### config.mk
export PLATFORM = sky130hd
export DESIGN_NAME = uart_hex_reporter
export DESIGN_NICKNAME = d
export VERILOG_FILES = /design/src/rtl/uart_hex_reporter.sv
export SDC_FILE = /design/constraint.sdc
export NUM_CORES = 1
export LEC_CHECK = 0
export ABC_AREA = 1
export ABC_CLOCK_PERIOD_IN_PS = 6380
export CELL_PAD_IN_SITES_DETAIL_PLACEMENT = 1
export CELL_PAD_IN_SITES_GLOBAL_PLACEMENT = 1
export CORE_MARGIN = 1
export CORE_UTILIZATION = 45
export CTS_BUF_LIST = sky130_fd_sc_hd__clkbuf_8
export DETAILED_ROUTE_END_ITERATION = 6
export MAX_ROUTING_LAYER = met4
export PLACE_DENSITY_LB_ADDON = 0.1
export SKIP_CTS_REPAIR_TIMING = 1
export SYNTH_ARGS = -nofsm -noshare
export SYNTH_HDL_FRONTEND = slang
export SYNTH_SLANG_ARGS = --single-unit
export TNS_END_PERCENT = 10
### constraint.sdc
create_clock -name clk -period 6.38 [get_ports clk]
set_input_delay 1.276 -clock clk [delete_from_list [all_inputs] [get_ports clk]]
set_output_delay 1.276 -clock clk [all_outputs]
set_load 0.05 [all_outputs]
### src/rtl/uart_hex_reporter.sv
// Snapshots NUM_CH debug words and streams them as one line of uppercase ASCII hex.
// The line ends in CR LF, and bytes leave through a valid/ready handshake that feeds the uart_tx byte port.
module uart_hex_reporter #(
    parameter int          DATA_W = 16,
    parameter int          NUM_CH = 2,
    parameter int          PERIOD = 27000000,
    parameter logic [7:0]  SEP    = 8'h20
) (
    input  logic                     clk,
    input  logic                     rst,
    input  logic [NUM_CH*DATA_W-1:0] data,
    input  logic                     enable,
    input  logic                     trigger,
    output logic [7:0]               tx_data,
    output logic                     tx_valid,
    input  logic                     tx_ready,
    output logic                     busy,
    output logic [7:0]               drop_cnt
);
    localparam int ND    = DATA_W / 4;
    localparam int CH_W  = (NUM_CH > 1) ? $clog2(NUM_CH) : 1;
    localparam int DIG_W = (ND > 1) ? $clog2(ND) : 1;
    localparam int CNT_W = $clog2(PERIOD);

    localparam logic [CNT_W-1:0] CNT_LAST = CNT_W'(PERIOD - 1);
    localparam logic [DIG_W-1:0] DIG_TOP  = DIG_W'(ND - 1);
    localparam logic [CH_W-1:0]  CH_TOP   = CH_W'(NUM_CH - 1);

    typedef enum logic [2:0] {IDLE, DIGIT, SEPR, CR, LF} state_t;

    state_t                    state;
    logic [CNT_W-1:0]          cnt;
    logic [CH_W-1:0]           ch;
    logic [DIG_W-1:0]          dig;
    logic [NUM_CH*DATA_W-1:0]  snap;
    logic                      tick;
    logic                      req;
    logic                      xfer;

    function automatic logic [7:0] hex_char(input logic [3:0] n);
        if (n < 4'd10)
            return 8'h30 + {4'h0, n};
        else
            return 8'h37 + {4'h0, n};
    endfunction

    function automatic logic [3:0] nibble(input logic [NUM_CH*DATA_W-1:0] w,
                                          input logic [CH_W-1:0]          c,
                                          input logic [DIG_W-1:0]         d);
        return w[int'(c)*DATA_W + int'(d)*4 +: 4];
    endfunction

    assign tick = enable && (cnt == CNT_LAST);
    assign req  = tick || trigger;
    assign xfer = tx_valid && tx_ready;

    // Free-running period counter; keeps running while a frame is in progress.
    always_ff @(posedge clk) begin
        if (rst || !enable)
            cnt <= '0;
        else if (tick)
            cnt <= '0;
        else
            cnt <= cnt + 1'b1;
    end

    // tx_data is always loaded with the byte for the state being entered, so it
    // stays stable under backpressure. The snapshot is a data register and is not reset.
    always_ff @(posedge clk) begin
        if (rst) begin
            state    <= IDLE;
            tx_valid <= 1'b0;
            tx_data  <= 8'h00;
            busy     <= 1'b0;
            drop_cnt <= 8'h00;
            ch       <= '0;
            dig      <= '0;
        end else begin
            if (req && state != IDLE && drop_cnt != 8'hFF)
                drop_cnt <= drop_cnt + 8'd1;

            case (state)
                IDLE: begin
                    if (req) begin
                        snap     <= data;
                        busy     <= 1'b1;
                        tx_valid <= 1'b1;
                        ch       <= '0;
                        dig      <= DIG_TOP;
                        tx_data  <= hex_char(nibble(data, '0, DIG_TOP));
                        state    <= DIGIT;
                    end
                end
                DIGIT: begin
                    if (xfer) begin
                        if (dig != '0) begin
                            dig     <= dig - 1'b1;
                            tx_data <= hex_char(nibble(snap, ch, dig - 1'b1));
                        end else if (ch != CH_TOP) begin
                            tx_data <= SEP;
                            state   <= SEPR;
                        end else begin
                            tx_data <= 8'h0D;
                            state   <= CR;
                        end
                    end
                end
                SEPR: begin
                    if (xfer) begin
                        ch      <= ch + 1'b1;
                        dig     <= DIG_TOP;
                        tx_data <= hex_char(nibble(snap, ch + 1'b1, DIG_TOP));
                        state   <= DIGIT;
                    end
                end
                CR: begin
                    if (xfer) begin
                        tx_data <= 8'h0A;
                        state   <= LF;
                    end
                end
                LF: begin
                    if (xfer) begin
                        tx_data  <= 8'h00;
                        tx_valid <= 1'b0;
                        busy     <= 1'b0;
                        state    <= IDLE;
                    end
                end
                default: state <= IDLE;
            endcase
        end
    end
endmodule

## Word level (Yosys, flattened, before mapping)

Index checks and enable logic that the tools add are counted.

| operators by class | value |
|---|---|
| $add $sub $neg | 12 |
| order comparisons | 3 |
| equal/unequal tests | 13 |
| shift-type cells | 2 |
| multiplexer cells | 30 |
| bitwise gates (word level) | 1 |
| reductions and logical operators | 21 |

Operator list:

| kind | count |
|---|---|
| indexed part select 32 x 7 -> 4 bit | 2 |
| two-way mux 8 bit | 6 |
| adder 6 x 4 -> 7 bit, first input constant | 6 |
| case mux 8 bit (5 select lines) | 1 |
| adder 25 x 1 -> 25 bit, second input constant | 1 |
| == test 25 bit, second input constant | 1 |
| two-way mux 7 bit | 3 |
| two-way mux 3 bit | 6 |
| case mux 3 bit (5 select lines) | 1 |
| inequality test 2 bit, second input constant | 7 |
| less-than comparator 4 bit, second input constant | 3 |
| AND reduction 6 bit | 2 |
| AND reduction 3 bit | 3 |
| adder 8 x 1 -> 8 bit, second input constant | 1 |
| two-way mux 2 bit | 4 |
| inequality test 8 bit, second input constant | 1 |
| adder 5 x 4 -> 6 bit | 1 |
| adder 5 x 4 -> 6 bit, second input constant | 1 |
| == test 3 x 2 -> 1 bit, second input constant | 2 |
| two-way mux 6 bit | 1 |
| case mux 2 bit (3 select lines) | 1 |
| nonzero test 2 bit | 3 |
| nonzero test 3 bit | 2 |
| two-way mux 1 bit | 5 |
| 13 further kinds | 18 |

| storage, ports and cells | value |
|---|---|
| register bits | 80 |
| input port bits | 37 |
| logic and storage cells | 90 |

## Depth between registers and ports, before layout

Gate-level depths: netlist (run 1).

| logic depth | value |
|---|---|
| depth in word-level cells | 8 |
| gate-level depth with buffers | 17 |
| depth with buffers taken out | 15 |

## Worst setup path before layout (run 1)

OpenSTA, ideal clock, no wires.

| path | value |
|---|---|
| path kind | input to register |
| start | input enable |
| end | register snap[0], enable pin |
| library setup time | 421 ps |
| arrival time | 3190 ps |
| required time | 5959 ps |
| path slack | 2769 ps |
| stages on the path | 6 |
| path through | nand4_1 -> nor2_2 -> nand3_4 -> nand2_4 -> nand2_4 -> nor2_1 |

| between the ends | value |
|---|---|
| word-level cells in the longest chain between the ends | 3 |

RTL lines:

| what | RTL line | text |
|---|---|---|
| start, declared | 12 | `input logic enable,` |
| logical AND 1 bit | 53 | `assign tick = enable && (cnt == CNT_LAST);` |
| logical OR 1 bit | 54 | `assign req = tick \|\| trigger;` |
| AND reduction 3 bit (no source line) | - |  |
| end signal, assigned | 85 | `snap <= data;` |
| end, declared | 35 | `logic [NUM_CH*DATA_W-1:0] snap;` |

No other way between the ends.
A chain may end at the register's enable or synchronous reset.

## Final worst setup path (run 1)

| path | value |
|---|---|
| start | register dig[0] |
| end | register tx_data[1] |

| between the ends | value |
|---|---|
| word-level cells in the longest chain between the ends | 8 |

RTL lines:

| what | RTL line | text |
|---|---|---|
| start, declared | 34 | `logic [DIG_W-1:0] dig;` |
| start signal, assigned | 97 | `dig <= dig - 1'b1;` |
| subtractor 2 x 1 -> 2 bit | 98 | `tx_data <= hex_char(nibble(snap, ch, dig - 1'b1));` |
| adder 5 x 4 -> 6 bit | 50 | `return w[int'(c)*DATA_W + int'(d)*4 +: 4];` |
| indexed part select 32 x 7 -> 4 bit | 50 |  |
| adder 6 x 4 -> 7 bit, or another cell as far along | 44 | `return 8'h37 + {4'h0, n};` |
| two-way mux 7 bit | 41 | `if (n < 4'd10)` |
| two-way mux 8 bit * | 96 | `if (dig != '0) begin` |
| two-way mux 8 bit * | 95 | `if (xfer) begin` |
| case mux 8 bit (5 select lines) * | 82 | `case (state)` |
| end signal, assigned | 90 | `tx_data <= hex_char(nibble(data, '0, DIG_TOP));` |
| end signal, assigned | 98 |  |
| end signal, assigned | 112 | `tx_data <= hex_char(nibble(snap, ch + 1'b1, DIG_TOP));` |
| end, declared | 14 | `output logic [7:0] tx_data,` |

Every way passes the cells marked *; elsewhere a longest branch is shown, timed or not. The select of a mux whose other input is x is not followed.

==> results.rst, run 1 <==
.. list-table::
   :header-rows: 1

   * - Metric
     - Value
   * - Pin count of the biggest net entering global routing
     - 33
   * - Outcome
     - finished clean
   * - Clock period minus worst slack
     - 3.14 ns
   * - Floorplan Core Area
     - 8760 µm²
   * - Combined global-route utilization of all metal layers
     - 24.5%
   * - Post-synthesis cell count
     - 535
   * - Cts bufs inserted
     - 9
   * - Post-route DRC violation count
     - 0
   * - Initial Utilization
     - 46.8%
   * - Length of the first detailed-routing pass in iterations
     - 5
   * - Root Driver
     - sky130_fd_sc_hd__clkbuf_8
   * - Max-capacitance violation count
     - 0
   * - CTS H-Tree Depth
     - 3
   * - Launch instance of the worst register-to-register path
     - dig[0]
   * - Die Height
     - 97.5 µm
   * - Kind of critical path
     - flop to flop
   * - Post-Layout Inst Area
     - 4910 µm²
   * - Standby leakage power
     - 1.92 nW
   * - Achievable Freq
     - 319 MHz
   * - Final setup viols
     - 0
   * - Clock skew after layout
     - 0.0110 ns
   * - CP required
     - 6.66 ns
   * - Nets
     - 632
   * - Area of the die
     - 9500 µm²
   * - Setup Total Neg Slack
     - 0 ns
   * - Clock sink count
     - 79
   * - Timing startpoint of the critical path
     - dig[0]
   * - Worst hold path class
     - flop to flop
   * - Fraction of the yosys area taken by sequential cells
     - 46.4%
   * - Half-perimeter wire length of the detailed placement result
     - 8.22 mm
   * - Number of inserted filler cells in the final layout
     - 1110
   * - Critical-path maximum fanout
     - 22
   * - Average instance area after synthesis
     - 7.67 µm²
   * - Number of antenna diodes
     - 0
   * - Hold Vio Cnt, Final
     - 0
   * - Number of buffers inserted by port buffering
     - 53
   * - Commonest non-fill, non-tap cell in the layout
     - sky130_fd_sc_hd__nand2_1
   * - Routed Antenna Nets
     - 0
   * - Hold Path Origin
     - cnt[0]
   * - Remaining global-route overflow
     - 0
   * - Layout cell share with drive strength beyond 1
     - 9.43%
   * - Area after DPL
     - 4710 µm²
   * - Number of global-route vias before repair
     - 3891
   * - Area of the mapped netlist
     - 4100 µm²
   * - Synthesized netlist net count
     - 578
   * - Max IR drop VDD
     - 0.000135 V
   * - Clock input transition at the sequential cells of the worst setup and hold paths
     - 0.09 ns
   * - Critical Path Start Type
     - flop
   * - Kind of capture point of the worst setup path
     - flop
   * - Count of routing violations after the opening detailed-route iteration
     - 87
   * - Transition at the pin with the smallest max-transition slack
     - 0.746 ns
   * - Average wire per cell in the routed design
     - 15.3 µm
   * - Distinct cells, synth
     - 40
   * - Slew Limit Fails
     - 0
   * - Clock latency reported for the late side of the worst-skew pair
     - 0.36 ns
   * - Cell accounting for the most synthesized area
     - sky130_fd_sc_hd__edfxtp_1
   * - Maximum number of buffers from clock root to sink
     - 2
   * - Arrival @ worst endpoint
     - 3.42 ns
   * - Layout Area Growth over Synthesis
     - 19.8%
   * - Tightest slew margin relative to the limit
     - 50.2%
   * - Initial antenna violation count
     - 0
   * - Unrepaired setup endpoints after global routing
     - false
   * - PD cells
     - 355 nW/µm²
   * - Die Width
     - 97.5 µm
   * - Final clock period utilization by the worst path
     - 49.2%
   * - Highest-count cells in the layout ignoring fill and taps
     - sky130_fd_sc_hd__nand2_1 (116), sky130_fd_sc_hd__inv_1 (72), sky130_fd_sc_hd__nor2_1 (61), sky130_fd_sc_hd__clkdlybuf4s50_1 (53), sky130_fd_sc_hd__dfxtp_1 (47)
   * - CTS tree
     - yes
   * - Via-to-Cell Ratio
     - 5.17
   * - Share of the synthesized area in the top cell type
     - 23.4%
   * - #FFs+latches synth
     - 79
   * - RePlAce Congestion
     - 0.835
   * - Total wire length
     - 10.8 mm
   * - Std cell rows
     - 34
   * - Global-route wire length before repair
     - 18.0 mm
   * - Main area contributors after synthesis
     - sky130_fd_sc_hd__edfxtp_1 (23%), sky130_fd_sc_hd__dfxtp_1 (23%), sky130_fd_sc_hd__nand2_1 (11%), sky130_fd_sc_hd__inv_1 (6.6%), sky130_fd_sc_hd__nor2_1 (5.7%)
   * - I/O Pins
     - 55
   * - Via count
     - 3632
   * - Number of warnings printed during yosys synthesis
     - 0
-- cell usage after synthesis, drive strengths merged --
cell type,instances
o21ai,35
clkbuf,2
or2,2
xor2,7
nor3,15
inv,82
dfxtp,47
xnor2,4
a31oi,2
nand3b,1
a21boi,2
nor3b,3
a211oi,1
buf,9
o2111ai,1
nor2,71
edfxtp,32
clkinv,5
conb,1
a21oi,37
nand2,124
o21bai,1
o21a,1
nand4,7
nand3,36
nor4,1
ha,6
-- where the power goes --
part | internal [W] | total (W) | switching, W
Sequential | 0.000586 | 0.000631 | 0.0000450
Clock | 0.000184 | 0.000390 | 0.000206
Combinational | 0.000230 | 0.000722 | 0.000492
Total | 0.00100 | 0.00174 | 0.000744
-- through the flow --
stage	utilization [%]	instances	hold slack, ns	total power (W)	setup slack (ns)
6_report	56.1	702	0.450	0.00174	3.24
5_1_grt	56.1	702	0.494	0.00185	2.92
3_5_place_dp	53.8	686	0.436	0.00136	2.91
3_3_place_gp	53.8	686	0.426	0.00133	3.02
2_1_floorplan	-	535	0.418	0.00115	2.77
4_1_cts	56.1	702	0.453	0.00175	3.22
-- worst max-delay path, cell delays in order, from the launching register on --
cell and delay (ns):
sky130_fd_sc_hd__dfxtp_1 0.81, sky130_fd_sc_hd__inv_2 0.29, sky130_fd_sc_hd__ha_1 0.57, sky130_fd_sc_hd__inv_2 0.18
sky130_fd_sc_hd__nor2_1 0.13, sky130_fd_sc_hd__o21ai_0 0.08, sky130_fd_sc_hd__nand3_1 0.10, sky130_fd_sc_hd__nand2_1 0.10
sky130_fd_sc_hd__ha_1 0.31, sky130_fd_sc_hd__nand3_1 0.09, sky130_fd_sc_hd__nand3_1 0.09, sky130_fd_sc_hd__nand2_1 0.10
sky130_fd_sc_hd__nand2_1 0.06, sky130_fd_sc_hd__a21oi_1 0.15
-- cell type report --
cell class                 instances  area [µm²]  share of cell area [%]
clock buffer                       9         124                    2.52
clock inverter                     7        78.8                    1.60
inverter                          87         327                    6.64
multi-input combinational        358        1810                    36.8
sequential                        79        1900                    38.7
tap                              108         135                    2.75
timing repair buffer              54         538                    10.9
-- path summary, 6_finish.rpt --
check / end / slack, ns / depth (start not counted)
worst max-delay path: tx_data[1] / 3.24 / 13
worst min-delay path: cnt[0] / 0.45 / 1
worst max register to register: tx_data[1] / 3.24 / 13
worst min register to register: cnt[0] / 0.45 / 1
-- sequential cells by signal, indices dropped and copies added, names as in the netlist --
register,flops
busy,1
ch,1
cnt,25
dig,2
drop_cnt,8
snap,32
state,3
tx_data,7
-- logic make-up after synthesis --
group                      synth area share (%)
xor gates and xnor gates                   2.35
buffers and inverters                      9.55
AOI/OAI and AO/OA                          10.7
adders and majority gates                  1.83
other                                    0.0914
DFF                                        46.4
and+or+nand+nor                            29.1
-- per-layer routing --
metal | part of all wire [%] | up-vias | track usage, %
li1 | - | 1827 | -
met1 | 41 | 1741 | 25.8
met3 | 2.5 | 21 | 3.81
met2 | 54 | 43 | 45.8
met5 | 0 | - | -
met4 | 2.1 | 0 | 8.94
(Power assumes the default switching activity.)
==> inputs of run 2 (changes only) <==
ABC_CLOCK_PERIOD_IN_PS = 2540   (was 6380)
CORE_UTILIZATION = 38   (was 45)
clock period = 2.54 ns   (was 6.38 ns; I/O delays follow)
==> run 2 against run 1 <==
Net effect: setup slack worse by 2.9 ns; critical endpoint unchanged; largest power group unchanged; design area increased by 3.1%; via count is 0.52% higher; flip-flop and latch count is the same; non-clock buffer count rose by 9; largest cell class unchanged; total power rose to 2.6 times the previous value; clock skew rose by 0.00099 ns; sequential power increased by 140%; utilization decreased by 7.5 points; sequential share of layout area fell by 1.1 points; critical path depth unchanged.
==> results.rst, run 2 (synthesized netlist as in run 1, its figures left out) <==
.. list-table::
   :header-rows: 1

   * - Metric
     - Value
   * - PD cells
     - 894 nW/µm² (+150%)
   * - Cts bufs inserted
     - 9 (unchanged)
   * - Timing startpoint of the critical path
     - dig[0]
   * - Launch instance of the worst register-to-register path
     - dig[0]
   * - Via count
     - 3651 (+0.52%)
   * - Met1 wire length
     - 4.83 mm (+8.3%)
   * - Slew Limit Fails
     - 0 (unchanged)
   * - Register with the most flip-flops
     - snap
   * - Max-capacitance violation count
     - 0 (unchanged)
   * - Clock latency reported for the late side of the worst-skew pair
     - 0.36 ns (about the same)
   * - Average wire per cell in the routed design
     - 14.5 µm (-5.4%)
   * - Achievable Freq
     - 448 MHz (+40%)
   * - Routed Antenna Nets
     - 0 (unchanged)
   * - Pin count of the biggest net entering global routing
     - 33 (unchanged)
   * - Worst hold path class
     - flop to flop
   * - Global-route wire length before repair
     - 18.1 mm (+0.65%)
   * - Die Width
     - 106 µm (+8.6%)
   * - Area of the die
     - 11200 µm² (+18%)
   * - RePlAce Congestion
     - 0.838 (+0.36%)
   * - Hold Path Origin
     - cnt[0]
   * - Clock skew after layout
     - 0.0120 ns (+0.000991 ns)
   * - Transition at the pin with the smallest max-transition slack
     - 0.548 ns (-0.198 ns)
   * - CTS tree
     - yes
   * - Number of antenna diodes
     - 0 (unchanged)
   * - Number of buffers inserted by port buffering
     - 53 (unchanged)
   * - Combined global-route utilization of all metal layers
     - 21.4% (-3.1 points)
   * - CP required
     - 2.83 ns (-3.83 ns)
   * - Number of inserted filler cells in the final layout
     - 1294 (+17%)
   * - Largest register FFs
     - 32 (unchanged)
   * - Remaining global-route overflow
     - 0 (unchanged)
   * - Area after DPL
     - 4830 µm² (+2.4%)
   * - Layout cell share with drive strength beyond 1
     - 10.4% (+1.0 points)
   * - CTS H-Tree Depth
     - 3 (unchanged)
   * - Standby leakage power
     - 2.00 nW (+4.0%)
   * - Floorplan Core Area
     - 10400 µm² (+19%)
   * - Power, Total
     - 0.00453 W (+160%)
   * - Tightest slew margin relative to the limit
     - 63.3% (+13 points)
   * - Total met3 wirelength after detailed routing
     - 307 µm (+14%)
   * - Highest-count cells in the layout ignoring fill and taps
     - sky130_fd_sc_hd__nand2_1 (116), sky130_fd_sc_hd__inv_1 (74), sky130_fd_sc_hd__nor2_1 (61), sky130_fd_sc_hd__clkdlybuf4s50_1 (53), sky130_fd_sc_hd__dfxtp_1 (47)
   * - Setup Slack @ Placement
     - 0.166 ns (-2.74 ns)
   * - Critical Path Start Type
     - flop
   * - Final clock period utilization by the worst path
     - 88.0% (+39 points)
   * - Hold Vio Cnt, Final
     - 0 (unchanged)
   * - Nets
     - 641 (+1.4%)
   * - Root Driver
     - sky130_fd_sc_hd__clkbuf_8
   * - Via-to-Cell Ratio
     - 4.94 (-4.5%)
   * - Die Height
     - 106 µm (+8.6%)
   * - Total wire length
     - 10.7 mm (-0.44%)
   * - Final setup viols
     - 0 (unchanged)
   * - Length of routed met2 wiring
     - 5.39 mm (-7.1%)
   * - Half-perimeter wire length of the detailed placement result
     - 8.33 mm (+1.3%)
   * - Post-route DRC violation count
     - 0 (unchanged)
   * - Clock input transition at the sequential cells of the worst setup and hold paths
     - 0.08 ns (about the same)
   * - Commonest non-fill, non-tap cell in the layout
     - sky130_fd_sc_hd__nand2_1
   * - Number of global-route vias before repair
     - 3854 (-0.95%)
   * - Arrival @ worst endpoint
     - 2.52 ns (-0.90 ns)
   * - Initial Utilization
     - 39.4% (-7.4 points)
   * - Kind of capture point of the worst setup path
     - flop
   * - Max IR drop VDD
     - 0.000330 V (+150%)
   * - Setup slack after layout
     - 0.306 ns (-2.94 ns)
   * - I/O Pins
     - 55 (unchanged)
   * - Unrepaired setup endpoints after global routing
     - false
   * - Uppermost signal routing layer after detailed routing
     - met4
   * - Setup Total Neg Slack
     - 0 ns (unchanged)
   * - Maximum number of buffers from clock root to sink
     - 2 (unchanged)
   * - Kind of critical path
     - flop to flop
   * - Clock sink count
     - 79 (unchanged)
   * - Std cell rows
     - 37 (+8.8%)
   * - Initial antenna violation count
     - 0 (unchanged)
   * - Post-Layout Inst Area
     - 5060 µm² (+3.1%)
   * - Layout Area Growth over Synthesis
     - 23.5%
   * - Length of the first detailed-routing pass in iterations
     - 4 (-1)
   * - Registers with the most flip-flops
     - snap: 32 flops, cnt: 25 flops, drop_cnt: 8 flops
   * - Outcome
     - finished clean
   * - Critical-path maximum fanout
     - 10 (-55%)
   * - Clock period minus worst slack
     - 2.23 ns (-0.903 ns)
   * - Count of routing violations after the opening detailed-route iteration
     - 93 (+6.9%)
-- run 2: per-layer routing --
metal | global-route usage [%] | vias up
li1 | - | 1847
met5 | - | -
met1 | 24.8 | 1750
met2 | 36.5 | 39
met4 | 9.33 | 0
met3 | 3.43 | 15
-- run 2: area by class of cell --
type,instances,area (µm²),area share (%)
sequential,79,1900,37.5
multi-input combinational,358,1810,35.7
timing repair buffer,63,618,12.2
inverter,87,327,6.45
tap,136,170,3.36
clock buffer,9,124,2.45
clock inverter,7,114,2.25
-- run 2: final timing paths --
path | endpoint | cells after the start | slack, ns
setup / recovery | tx_data[1] | 13 | 0.31
hold / removal | cnt[0] | 1 | 0.45
setup reg to reg | tx_data[1] | 13 | 0.31
hold reg to reg | cnt[0] | 1 | 0.45
-- run 2: per-stage QoR --
stage	cells	util, %	hold slack (ns)
detailed placement	723	46.3	0.439
CTS	739	48.6	0.452
global route	739	48.6	0.473
floorplan	535	-	0.418
global placement	723	46.3	0.428
finish	739	48.6	0.448
-- run 2: power breakdown --
part | total (W) | internal [W] | leakage (nW) | switching, W
Clock | 0.00112 | 0.000648 | 0.122 | 0.000477
Sequential | 0.00154 | 0.00147 | 0.679 | 0.0000727
Combinational | 0.00186 | 0.000613 | 1.20 | 0.00125
-- run 2: worst max-delay path, cell delays in order (launching register included) --
cell and delay (ns):
sky130_fd_sc_hd__dfxtp_1 0.36, sky130_fd_sc_hd__inv_2 0.05, sky130_fd_sc_hd__ha_1 0.45, sky130_fd_sc_hd__inv_2 0.17
sky130_fd_sc_hd__nor2_1 0.13, sky130_fd_sc_hd__o21ai_0 0.09, sky130_fd_sc_hd__nand3_1 0.09, sky130_fd_sc_hd__nand2_1 0.11
sky130_fd_sc_hd__ha_1 0.31, sky130_fd_sc_hd__nand3_1 0.08, sky130_fd_sc_hd__nand3_1 0.08, sky130_fd_sc_hd__nand2_1 0.07
sky130_fd_sc_hd__nand2_1 0.05, sky130_fd_sc_hd__a21oi_1 0.14
==> inputs of run 3 (changes only) <==
MAX_ROUTING_LAYER = default   (was met4)
REMOVE_ABC_BUFFERS = 1   (was default)
==> run 3 against run 2 <==
Net effect: non-clock buffer count shrank 2; maximum frequency grew 2.3%; highest routed layer unchanged; cell count down 0.27%; largest power group unchanged; flip-flop and latch count unchanged; via count decreased by 0.82%; count of clock-buffer cells in the layout increased by 2; setup slack better by 0.051 ns; critical path depth grew 1; die area did not move.
==> results.rst, run 3 (synthesized netlist as in run 1, its figures left out) <==
.. list-table::
   :header-rows: 1

   * - Metric
     - Value
   * - CTS H-Tree Depth
     - 3 (unchanged)
   * - I/O Pins
     - 55 (unchanged)
   * - Kind of critical path
     - flop to flop
   * - Number of inserted filler cells in the final layout
     - 1332 (+2.9%)
   * - Total wire length
     - 10.5 mm (-2.3%)
   * - Post-route DRC violation count
     - 0 (unchanged)
   * - Clock skew after layout
     - 0.00737 ns (-0.00465 ns)
   * - Std cell rows
     - 37 (unchanged)
   * - Final setup viols
     - 0 (unchanged)
   * - Clock input transition at the sequential cells of the worst setup and hold paths
     - 0.08 ns (about the same)
   * - Via count
     - 3621 (-0.82%)
   * - PD cells
     - 848 nW/µm² (-5.2%)
   * - Number of antenna diodes
     - 0 (unchanged)
   * - Register with the most flip-flops
     - snap
   * - Length in cells of the worst reg-to-reg path
     - 14 (+1)
   * - Area of the die
     - 11200 µm² (unchanged)
   * - Largest stage delay on the critical path
     - 0.45 ns (about the same)
   * - Critical-path maximum fanout
     - 10 (unchanged)
   * - RePlAce Congestion
     - 0.797 (-4.9%)
   * - Kind of capture point of the worst setup path
     - flop
   * - End point of the worst hold path
     - cnt[0]
   * - Outcome
     - finished clean
   * - Max IR drop VDD
     - 0.000380 V (+15%)
   * - Routed Antenna Nets
     - 0 (unchanged)
   * - Clock period minus worst slack
     - 2.18 ns (-0.0510 ns)
   * - Standby leakage power
     - 1.97 nW (-1.4%)
   * - Reg-to-reg critical path endpoint
     - tx_data[2]
   * - Launch instance of the worst register-to-register path
     - dig[0]
   * - Layout Area Growth over Synthesis
     - 21.5%
   * - Combined global-route utilization of all metal layers
     - 20.2% (-1.2 points)
   * - CP required
     - 2.81 ns (-0.02 ns)
   * - Critical Path Start Type
     - flop
   * - Clock sink count
     - 79 (unchanged)
   * - Tightest slew margin relative to the limit
     - 65.6% (+2.3 points)
   * - Layout cell share with drive strength beyond 1
     - 9.82% (-0.63 points)
   * - Global-route wire length before repair
     - 17.6 mm (-2.7%)
   * - Via-to-Cell Ratio
     - 4.91 (-0.55%)
   * - Highest-count cells in the layout ignoring fill and taps
     - sky130_fd_sc_hd__nand2_1 (116), sky130_fd_sc_hd__inv_1 (76), sky130_fd_sc_hd__nor2_1 (61), sky130_fd_sc_hd__clkdlybuf4s50_1 (53), sky130_fd_sc_hd__dfxtp_1 (47)
   * - Achievable Freq
     - 458 MHz (+2.3%)
   * - Worst hold path depth
     - 1 (unchanged)
   * - Flop-to-flop setup slack
     - 0.36 ns (+0.05 ns)
   * - Maximum number of buffers from clock root to sink
     - 2 (unchanged)
   * - Registers with the most flip-flops
     - snap: 32 flops, cnt: 25 flops, drop_cnt: 8 flops
   * - Final clock period utilization by the worst path
     - 86.0% (-2.0 points)
   * - Initial Utilization
     - 39.4% (unchanged)
   * - Number of buffers inserted by port buffering
     - 53 (unchanged)
   * - Pin count of the biggest net entering global routing
     - 33 (unchanged)
   * - Clock latency reported for the late side of the worst-skew pair
     - 0.37 ns (about the same)
   * - Slew Limit Fails
     - 0 (unchanged)
   * - Length of the first detailed-routing pass in iterations
     - 5 (+1)
   * - Critical-path cell with the highest stage delay
     - sky130_fd_sc_hd__ha_1
   * - Largest register FFs
     - 32 (unchanged)
   * - Area after DPL
     - 4810 µm² (-0.31%)
   * - Max-capacitance violation count
     - 0 (unchanged)
   * - Die Height
     - 106 µm (unchanged)
   * - List of cells traversed by the critical path
     - inv_2 > ha_1 > inv_2 > nor2_1 > o21ai_0 > nand3_1 > nand2_1 > ha_1 > nand4_1 > nand3_1 > nand2_1 > nand3_1 > nand2_1 > inv_1
   * - Remaining global-route overflow
     - 0 (unchanged)
   * - Root Driver
     - sky130_fd_sc_hd__clkbuf_8
   * - Worst hold path class
     - flop to flop
   * - Die Width
     - 106 µm (unchanged)
   * - Commonest non-fill, non-tap cell in the layout
     - sky130_fd_sc_hd__nand2_1
   * - Unrepaired setup endpoints after global routing
     - false
   * - Arrival @ worst endpoint
     - 2.46 ns (-0.06 ns)
   * - Cts bufs inserted
     - 9 (unchanged)
   * - Setup Total Neg Slack
     - 0 ns (unchanged)
   * - Number of global-route vias before repair
     - 3789 (-1.7%)
   * - Post-Layout Inst Area
     - 4980 µm² (-1.6%)
   * - Nets
     - 639 (-0.31%)
   * - Half-perimeter wire length of the detailed placement result
     - 7.81 mm (-6.2%)
   * - Hold Path Origin
     - cnt[0]
   * - Initial antenna violation count
     - 0 (unchanged)
   * - Hold Vio Cnt, Final
     - 0 (unchanged)
   * - Transition at the pin with the smallest max-transition slack
     - 0.514 ns (-0.0340 ns)
   * - Floorplan Core Area
     - 10400 µm² (unchanged)
   * - CTS tree
     - yes
   * - Count of routing violations after the opening detailed-route iteration
     - 66 (-29%)
   * - Average wire per cell in the routed design
     - 14.2 µm (-2.1%)
[run 3: cell types whose count changed in the layout (fill, tap and decap cells not counted)]
cell,before,now
sky130_fd_sc_hd__clkinv_2,0,1
sky130_fd_sc_hd__clkbuf_8,9,11
sky130_fd_sc_hd__clkinvlp_4,1,0
sky130_fd_sc_hd__bufinv_16,3,0
sky130_fd_sc_hd__buf_4,9,7
sky130_fd_sc_hd__inv_1,74,76
sky130_fd_sc_hd__clkinv_4,1,0
[run 3: routing by layer]
metal	wire [µm]	global-route usage [%]	part of all wire (%)
met2	5390	36.3	51
met3	339	5.46	3.2
met1	4530	22.6	43
met4	201	7.94	1.9
met5	0	0	0
[run 3: where the power goes]
group	switching [W]	total (W)	internal, W
sequential	0.0000717	0.00154	0.00147
combinational	0.00123	0.00184	0.000606
clock	0.000453	0.000846	0.000393
total	0.00175	0.00423	0.00247
[run 3: critical path: cells and delay by family (launching register included)]
family	cells	cell delay, ns
buffers and inverters	3	0.25
flip-flops	1	0.35
AO/OA/AOI/OAI	1	0.08
AND/OR/NAND/NOR	8	0.70
adder cells (fa/ha/maj)	2	0.70
[run 3: worst max-delay path by stage]
stage	start	endpoint	slack, ns	cells past startpoint
finish	dig[0]	tx_data[2]	0.36	14
global route	dig[0]	tx_data[2]	0.15	14
CTS	dig[0]	tx_data[1]	0.35	13
detailed placement	enable	snap[5]	0.18	8
global placement	enable	snap[1]	0.22	8
floorplan	cnt[0]	snap[0]	-0.50	9
[run 3: cell type report]
| class | instances | area [µm²] | share of cell area, % |
|---|---|---|---|
| clock inverters | 5 | 20.0 | 0.402 |
| clock buffers | 11 | 151 | 3.04 |
| repair buffers | 61 | 603 | 12.1 |
| flip-flops and latches | 79 | 1900 | 38.2 |
| inverters | 87 | 327 | 6.55 |
| multi-input cells | 358 | 1810 | 36.3 |
| well taps | 136 | 170 | 3.41 |
[run 3: stage by stage]
stage	utilization [%]	setup WS, ns	instances	hold WS, ns	power, W
global route	47.8	0.153	737	0.482	0.00456
CTS	47.8	0.354	737	0.456	0.00429
floorplan	-	-0.498	524	0.418	0.00284
finish	47.8	0.357	737	0.450	0.00423
detailed placement	46.2	0.178	721	0.439	0.00342
global placement	46.2	0.219	721	0.428	0.00335
